File: src/rtl/div_sequencer_pkg.sv
// Shared definitions for the divide sequencer and the control unit that stalls on it.
package div_sequencer_pkg;

    localparam int unsigned TIMEOUT_DEF = 40;
    localparam int unsigned DATA_W      = 32;

    typedef enum logic [2:0] {
        S_IDLE   = 3'd0,
        S_LAUNCH = 3'd1,
        S_WAIT   = 3'd2,
        S_DONE   = 3'd3,
        S_ERR    = 3'd4
    } div_state_e;

endpackage

File: src/rtl/div_sequencer_timer.sv
// Wait-cycle counter for the divide sequencer; expired flags the last permitted WAIT cycle.
module div_timer
    import div_sequencer_pkg::*;
#(
    parameter int unsigned TIMEOUT = TIMEOUT_DEF
) (
    input  logic clk,
    input  logic rst_n,
    input  logic clr_i,
    input  logic en_i,
    output logic expired_o
);

    localparam int unsigned       CNT_W = $clog2(TIMEOUT + 1);
    localparam logic [CNT_W-1:0]  LAST  = CNT_W'(TIMEOUT - 1);

    logic [CNT_W-1:0] cnt_q;
    logic [CNT_W-1:0] cnt_d;

    // Next count: clear wins, then saturating increment while enabled.
    always_comb begin
        cnt_d = cnt_q;
        if (clr_i) begin
            cnt_d = '0;
        end else if (en_i && (cnt_q != LAST)) begin
            cnt_d = cnt_q + 1'b1;
        end else begin
            cnt_d = cnt_q;
        end
    end

    // Counter register.
    always_ff @(posedge clk or negedge rst_n) begin
        if (!rst_n) begin
            cnt_q <= '0;
        end else begin
            cnt_q <= cnt_d;
        end
    end

    assign expired_o = (cnt_q == LAST);

endmodule

File: src/rtl/div_sequencer.sv
// Sequences one DIV through an external divider and owns the architectural HI/LO registers.
module div_sequencer
    import div_sequencer_pkg::*;
#(
    parameter int unsigned TIMEOUT = TIMEOUT_DEF
) (
    input  logic              clk,
    input  logic              reset,
    input  logic              div_req,
    input  logic [DATA_W-1:0] rs_val,
    input  logic [DATA_W-1:0] rt_val,
    input  logic              abort,
    input  logic              hi_we,
    input  logic              lo_we,
    input  logic [DATA_W-1:0] hilo_wdata,
    output logic              div_start,
    output logic              div_abort,
    output logic [DATA_W-1:0] div_a,
    output logic [DATA_W-1:0] div_b,
    input  logic [DATA_W-1:0] div_hi,
    input  logic [DATA_W-1:0] div_lo,
    input  logic              div_done,
    output logic              busy,
    output logic [DATA_W-1:0] HI,
    output logic [DATA_W-1:0] LO,
    output logic              hilo_valid,
    output logic              div0_exc,
    output logic              tmo_exc
);

    div_state_e        state_q;
    logic              zero_q;
    logic              busy_q;
    logic              start_q;
    logic              abort_q;
    logic              valid_q;
    logic              div0_q;
    logic              tmo_q;
    logic [DATA_W-1:0] a_q;
    logic [DATA_W-1:0] b_q;
    logic [DATA_W-1:0] hi_q;
    logic [DATA_W-1:0] lo_q;
    logic              timer_clr_s;
    logic              timer_en_s;
    logic              expired_s;

    assign timer_clr_s = (state_q == S_LAUNCH);
    assign timer_en_s  = (state_q == S_WAIT);

    div_timer #(.TIMEOUT(TIMEOUT)) u_timer (
        .clk       (clk),
        .rst_n     (reset),
        .clr_i     (timer_clr_s),
        .en_i      (timer_en_s),
        .expired_o (expired_s)
    );

    // Control FSM; every output is a register, pulses default low each cycle.
    always_ff @(posedge clk or negedge reset) begin
        if (!reset) begin
            state_q <= S_IDLE;
            zero_q  <= 1'b0;
            busy_q  <= 1'b0;
            start_q <= 1'b0;
            abort_q <= 1'b0;
            valid_q <= 1'b0;
            div0_q  <= 1'b0;
            tmo_q   <= 1'b0;
            a_q     <= '0;
            b_q     <= '0;
            hi_q    <= '0;
            lo_q    <= '0;
        end else begin
            start_q <= 1'b0;
            abort_q <= 1'b0;
            valid_q <= 1'b0;
            div0_q  <= 1'b0;
            tmo_q   <= 1'b0;
            case (state_q)
                S_IDLE: begin
                    // MTHI/MTLO land now; a division started this cycle may overwrite them later.
                    if (hi_we) hi_q <= hilo_wdata;
                    if (lo_we) lo_q <= hilo_wdata;
                    if (div_req) begin
                        a_q    <= rs_val;
                        b_q    <= rt_val;
                        busy_q <= 1'b1;
                        if (rt_val != {DATA_W{1'b0}}) begin
                            state_q <= S_LAUNCH;
                            start_q <= 1'b1;
                        end else begin
                            state_q <= S_ERR;
                            zero_q  <= 1'b1;
                        end
                    end
                end
                S_LAUNCH: begin
                    if (abort) begin
                        state_q <= S_IDLE;
                        abort_q <= 1'b1;
                        busy_q  <= 1'b0;
                    end else begin
                        state_q <= S_WAIT;
                    end
                end
                S_WAIT: begin
                    // Abort outranks a coincident done so a flushed result never reaches HI/LO.
                    if (abort) begin
                        state_q <= S_IDLE;
                        abort_q <= 1'b1;
                        busy_q  <= 1'b0;
                    end else if (div_done) begin
                        hi_q    <= div_hi;
                        lo_q    <= div_lo;
                        valid_q <= 1'b1;
                        state_q <= S_DONE;
                    end else if (expired_s) begin
                        state_q <= S_ERR;
                        zero_q  <= 1'b0;
                    end
                end
                S_DONE: begin
                    state_q <= S_IDLE;
                    busy_q  <= 1'b0;
                end
                S_ERR: begin
                    div0_q  <= zero_q;
                    tmo_q   <= ~zero_q;
                    state_q <= S_IDLE;
                    busy_q  <= 1'b0;
                end
                default: begin
                    state_q <= S_IDLE;
                    busy_q  <= 1'b0;
                end
            endcase
        end
    end

    assign div_start  = start_q;
    assign div_abort  = abort_q;
    assign div_a      = a_q;
    assign div_b      = b_q;
    assign busy       = busy_q;
    assign HI         = hi_q;
    assign LO         = lo_q;
    assign hilo_valid = valid_q;
    assign div0_exc   = div0_q;
    assign tmo_exc    = tmo_q;

endmodule

File: config.mk
export PLATFORM = sky130hd
export DESIGN_NAME = div_sequencer
export DESIGN_NICKNAME = d
export VERILOG_FILES = /design/src/rtl/div_sequencer_pkg.sv /design/src/rtl/div_sequencer_timer.sv /design/src/rtl/div_sequencer.sv
export SDC_FILE = /design/constraint.sdc
export NUM_CORES = 1
export LEC_CHECK = 0
export ABC_AREA = 1
export ABC_CLOCK_PERIOD_IN_PS = 1350
export BUFFER_PORTS_ARGS = -buffer_cell sky130_fd_sc_hd__buf_4
export CAP_MARGIN = 20
export CORE_ASPECT_RATIO = 0.7
export CORE_MARGIN = 4
export CORE_UTILIZATION = 42
export DETAILED_ROUTE_END_ITERATION = 10
export PLACE_DENSITY = 0.81
export SLEW_MARGIN = 20
export SYNTH_ARGS = -nofsm -noshare
export SYNTH_HDL_FRONTEND = slang
export SYNTH_SLANG_ARGS = --single-unit
File: constraint.sdc
create_clock -name clk -period 1.35 [get_ports clk]
set_input_delay 0.3375 -clock clk [delete_from_list [all_inputs] [get_ports clk]]
set_output_delay 0.3375 -clock clk [all_outputs]
set_load 0.05 [all_outputs]
-- Word-level counts from Yosys, hierarchy flattened
Cells that the tools add are included.
- flip-flop bits (word level): 144
- input port bits: 167
- output and inout bits: 134
- word-level logic and storage cells: 78
- $add $sub $neg: 1
- equality and inequality tests: 15
- muxes and demuxes: 36
- bitwise logic cells: 1
- reductions and logical operators: 12
- operators with widths (operator ; number):
    2-to-1 mux 32 bit ; 6
    one-hot mux 32 bit (2 select lines) ; 2
    nonzero test 32 bit ; 1
    2-to-1 mux 1 bit ; 17
    inequality test 2 bit, second input constant ; 8
    2-to-1 mux 3 bit ; 5
    2-to-1 mux 6 bit ; 2
    one-hot mux 3 bit (3 select lines) ; 1
    AND reduction 4 bit ; 2
    adder 6 x 1 -> 6 bit, second input constant ; 1
    == test 6 bit, second input constant ; 1
    inequality test 6 bit, second input constant ; 1
    AND reduction 2 bit ; 3
    AND reduction 6 bit ; 1
    inequality test 4 bit, second input constant ; 1
    one-hot mux 1 bit (2 select lines) ; 2
    nonzero test 2 bit ; 2
    == test 3 x 1 -> 1 bit, second input constant ; 1
    == test 3 x 2 -> 1 bit, second input constant ; 1
    == test 3 bit, second input constant ; 1
    zero test 3 bit ; 1
    2-to-1 mux 2 bit ; 1
    inequality test 2 x 1 -> 1 bit, second input constant ; 1
    OR reduction 2 bit ; 1
    other kinds (2) ; 2

-- Depth between registers and ports, before layout
- depth after elaboration: 5
- mapped depth: 11
- gate-level depth less buffers: 10

-- Hierarchy
A second synthesis with hierarchy kept.
- cell total of the unflattened synthesis: 704
- area total of the unflattened synthesis: 6480.0 µm²
- by module, submodules not included (module ; instances ; cells each ; area an instance (µm²) ; seq. area each (µm²)):
    div_sequencer ; 1 ; 658 ; 6110.9 ; 3453.3
    div_timer ; 1 ; 46 ; 369.1 ; 150.1

-- Worst setup path before layout
No wires, ideal clock.
- path type: reg2reg
- start point: register state_q[2]
- end point: register hi_q[23], in the netlist HI[23]
- library setup time: 0.122 ns
- arrival: 1.210 ns
- required time: 1.228 ns
- path slack: 0.017 ns
- cell stages (with the launch flop): 10
- buffers on the path: 1
- period minus slack after synthesis: 1.333 ns
- cell sequence: dfrtp_1 -> inv_2 -> nand2_4 -> nor2_4 -> inv_4 -> o31ai_4 -> o21ai_4 -> buf_2 -> nand2_1 -> o21ai_1
- longest elaborated chain between the ends: 3
- elaborated cells between the ends (all ways): 8
- those cells by class: eq/ne (4); mux (1); reduce/logical (3)
- RTL lines (element ; line ; RTL):
    from (decl) ; div_sequencer.sv:31 ; div_state_e state_q;
    from (signal assigned) ; div_sequencer.sv:61 ; state_q <= S_IDLE;
    from (signal assigned) ; div_sequencer.sv:89 ; state_q <= S_LAUNCH;
    from (signal assigned) ; div_sequencer.sv:92 ; state_q <= S_ERR;
    == test 3 x 2 -> 1 bit / zero test 3 bit (equally long branches) ; div_sequencer.sv:79 ; case (state_q)
    inequality test 2 bit (no source line) / nonzero test 2 bit (equally long branches) ; n/a ;
    AND reduction 4 bit (no source line) ; n/a ;
    to (signal assigned) ; div_sequencer.sv:82 ; if (hi_we) hi_q <= hilo_wdata;
    to (signal assigned) ; div_sequencer.sv:113 ; hi_q <= div_hi;
    to (decl) ; div_sequencer.sv:41 ; logic [DATA_W-1:0] hi_q;
Several ways; a longest one is shown, not always the timed one.
A chain may end at the register's enable or synchronous reset.

-- Final worst setup path
- start point: register state_q[2]
- end point: register a_q[22], in the netlist div_a[22]
- longest elaborated chain between the ends: 2
- RTL lines (element ; line ; RTL):
    zero test 3 bit ; div_sequencer.sv:79 ;
    AND reduction 2 bit (no source line) ; n/a ;
    to (signal assigned) ; div_sequencer.sv:85 ; a_q <= rs_val;
    to (decl) ; div_sequencer.sv:39 ; logic [DATA_W-1:0] a_q;
No other way between the ends.

==> results_dict.tcl <==
set metrics [dict create \
    rsz0062_at_grt "true" \
    design_area_mm2 0.0115 \
    root_buffer "clkbuf_16" \
    ys.flop_type "dfrtp_1" \
    seq_area_frac_synth_pct 55.8 \
    grt.total_usage_pct 22.1 \
    drt_pass1_iterations 7 \
    cts.clk_slew.worst_paths_ps 70 \
    drive_gt1_share_pct 46.7 \
    critPathMaxFanout 8 \
    numCtsBuffers 17 \
    htreeDepth 4 \
    place_area_mm2 0.00922 \
    post_drt_wl_per_cell_um 16.5 \
    hpwl_um 14500 \
    rows 37 \
    io_buffer_count 300 \
    vdd_drop_max_mv 1.71 \
    die_w_um 156 \
    viasPerCell 4.82 \
    fin_cells 1423 \
    gp_congestion 0.831 \
    drv_slew 0 \
    synthesis.nets 1001 \
    synth_cell_types 23 \
    die_y_um 112 \
    pin_count 301 \
    setup_viol 145 \
    wirelength_um 23500 \
    leakagePower_nw 6.23 \
    outcome "finished, violations left" \
    synth.cells.most_frequent "nand2_1 (440), dfrtp_1 (144), inv_1 (79)" \
    drtAntennaViolNets 0 \
    timing.slew.headroom_pct 72.3 \
    cp_data_arrival_time_ps 1780 \
    cts_tree "yes" \
    finalCritPeriodShare_pct 110 \
    fin_crit_ps 1490 \
    drtIter0Drc 450 \
    min-delay-path-class "input port to flop" \
    cap_violations 0 \
    cts_buffer_depth 2 \
    violations "negative setup slack" \
    worst-setup-path-type "flop to flop" \
    regArea_mm2 0.00360 \
    grt_pass1_vias 6272 \
    die_area_mm2 0.0174 \
    num_vias 6853 \
    netlist_area_mm2 0.00645 \
    syn_to_final_growth_pct 78.6 \
    required_ps 1640 \
    ys_ff_latch 144 \
    synth_area_per_cell_um2 7.75 \
    drc 0 \
    hold_violations 0 \
    synth_top_area_share_pct 55.8 \
    synth_enable_flop_cells 0 \
    synth.most_common_cell "nand2_1" \
    power_density_mw_per_mm2 3030 \
    nNetsFinal 1384 \
    antenna_found_initial 0 \
    finClkSkew_ps 12.0 \
    overflow 0 \
    ys_top_cells_by_area "dfrtp_1 (56%), nand2_1 (26%), o21ai_1 (5.0%)" \
    final_core_util_pct 77.5 \
    grt_start_max_net_pins 45 \
    postSynth.asyncResetShare_pct 100 \
    clk_latency_ps 410 \
    synth_area_leader_cell "dfrtp_1" \
    yosys_warnings 0 \
    core-area_mm2 0.0149 \
    num-fill-cells 971 \
    startpoint_type "flop" \
    placedCellCount 1332 \
    multi_input_area_mm2 0.00287 \
    n_antenna_cell 0 \
    start_util_pct 43.4 \
    cts.sinks 144 \
    crit_path_end_kind "flop" \
    timing.final.ws_setup_ps -137 \
    worst_pin_slew_ps 414 \
    total_power_mw 34.9 \
    timing.fmax_mhz 673 \
    syn_inst 833 \
    grt_first_pass_wirelength_um 30900 \
]
## flip-flops by register name, summed over array words and instances, names as in the netlist
name           count
div_abort          1
zero_q             1
HI                32
state_q            3
div_b             32
u_timer.cnt_q      6
div_a             32
div_start          1
tmo_exc            1
div0_exc           1
LO                32
hilo_valid         1
busy               1
## area by class of cell
class	count	area share [%]
inverter	85	2.96
timing repair buffer	399	33.8
clock inverter	13	1.11
sequential	144	31.3
tap	195	2.12
multi-input combinational	569	24.9
clock buffer	18	3.81
## worst paths after layout
path / start / endpoint / slack [ps] / cells past startpoint
worst min-delay path: rs_val[8] / div_a[8]$_DFFE_PN0P_ / 120 / 3
min in group asynchronous: reset / div_b[31]$_DFFE_PN0P_ / 380 / 2
worst max register to register: state_q[2]$_DFFE_PN0P_ / div_a[22]$_DFFE_PN0P_ / -140 / 9
worst max-delay path: state_q[2]$_DFFE_PN0P_ / div_a[22]$_DFFE_PN0P_ / -140 / 9
max in group asynchronous: reset / HI[9]$_DFFE_PN0P_ / 460 / 3
worst min register to register: zero_q$_DFFE_PN0P_ / tmo_exc$_DFF_PN0_ / 470 / 1
## logic make-up after synthesis
group,count (synthesis),share of synthesized area (%)
and+or+nand+nor,484,28.7
buffers and inverters,120,7.87
DFF,144,55.8
AOI/OAI and AO/OA,82,7.08
adders and majority gates,1,0.194
xor gates and xnor gates,2,0.272
## critical path, stage by stage (launching register included)
cell and delay (ps):
dfrtp_1 390, inv_2 80, nand2_4 80, nor2_4 130, buf_6 140, nand2_8 90, buf_12 180, clkbuf_16 170
nand2_2 60, nand2_1 60
## per-layer routing
| layer | vias up | track usage, % | wire length [µm] |
|---|---|---|---|
| met3 | 39 | 5.48 | 1730 |
| met5 | - | 0 | 0 |
| met2 | 280 | 37.2 | 11800 |
| met4 | 0 | 6.53 | 558 |
| li1 | 3293 | - | - |
| met1 | 3241 | 28.4 | 9440 |
## where the power goes
| part | switching (mW) | leakage, nW | internal [mW] |
|---|---|---|---|
| registers | 1.58 | 1.79 | 6.42 |
| logic | 13.9 | 4.17 | 8.56 |
| clock network | 1.86 | 0.270 | 2.61 |
| total | 17.3 | 6.23 | 17.6 |
## cells in the final DEF, fill, tap and decap left out, types with 2 or more instances in the layout
cell type / n
a21oi_2: 3
buf_12: 16
buf_16: 6
buf_4: 269
buf_6: 93
buf_8: 2
clkbuf_16: 29
clkinv_4: 3
clkinvlp_4: 3
dfrtp_1: 144
inv_1: 76
inv_2: 5
inv_4: 2
inv_6: 6
nand2_1: 330
nand2_2: 79
nand2_4: 31
nand3_1: 6
nor2_1: 30
nor2_4: 4
o21ai_1: 66
o21ai_2: 6
o21ai_4: 3
xor2_1: 2
## through the flow
| step | setup TNS, ps | hold WS, ps | setup WS [ps] |
|---|---|---|---|
| after global routing | -23430 | 114 | -230 |
| after CTS | -5660 | 106 | -85.8 |
| after global placement | -6500 | 228 | -120 |
| final | -11650 | 122 | -137 |
| after floorplan | 0 | 41.9 | 17.3 |
| after detailed placement | -9390 | 225 | -118 |
## timing repair
item,in CTS,in global routing
hold endpoints to repair,19,0
gates cloned,5,15
resized for setup,57,233
setup endpoints to repair,121,220
pin swaps,13,78
setup buffers,9,30
hold buffers,1,0
Power figures use the tool's default switching activity.
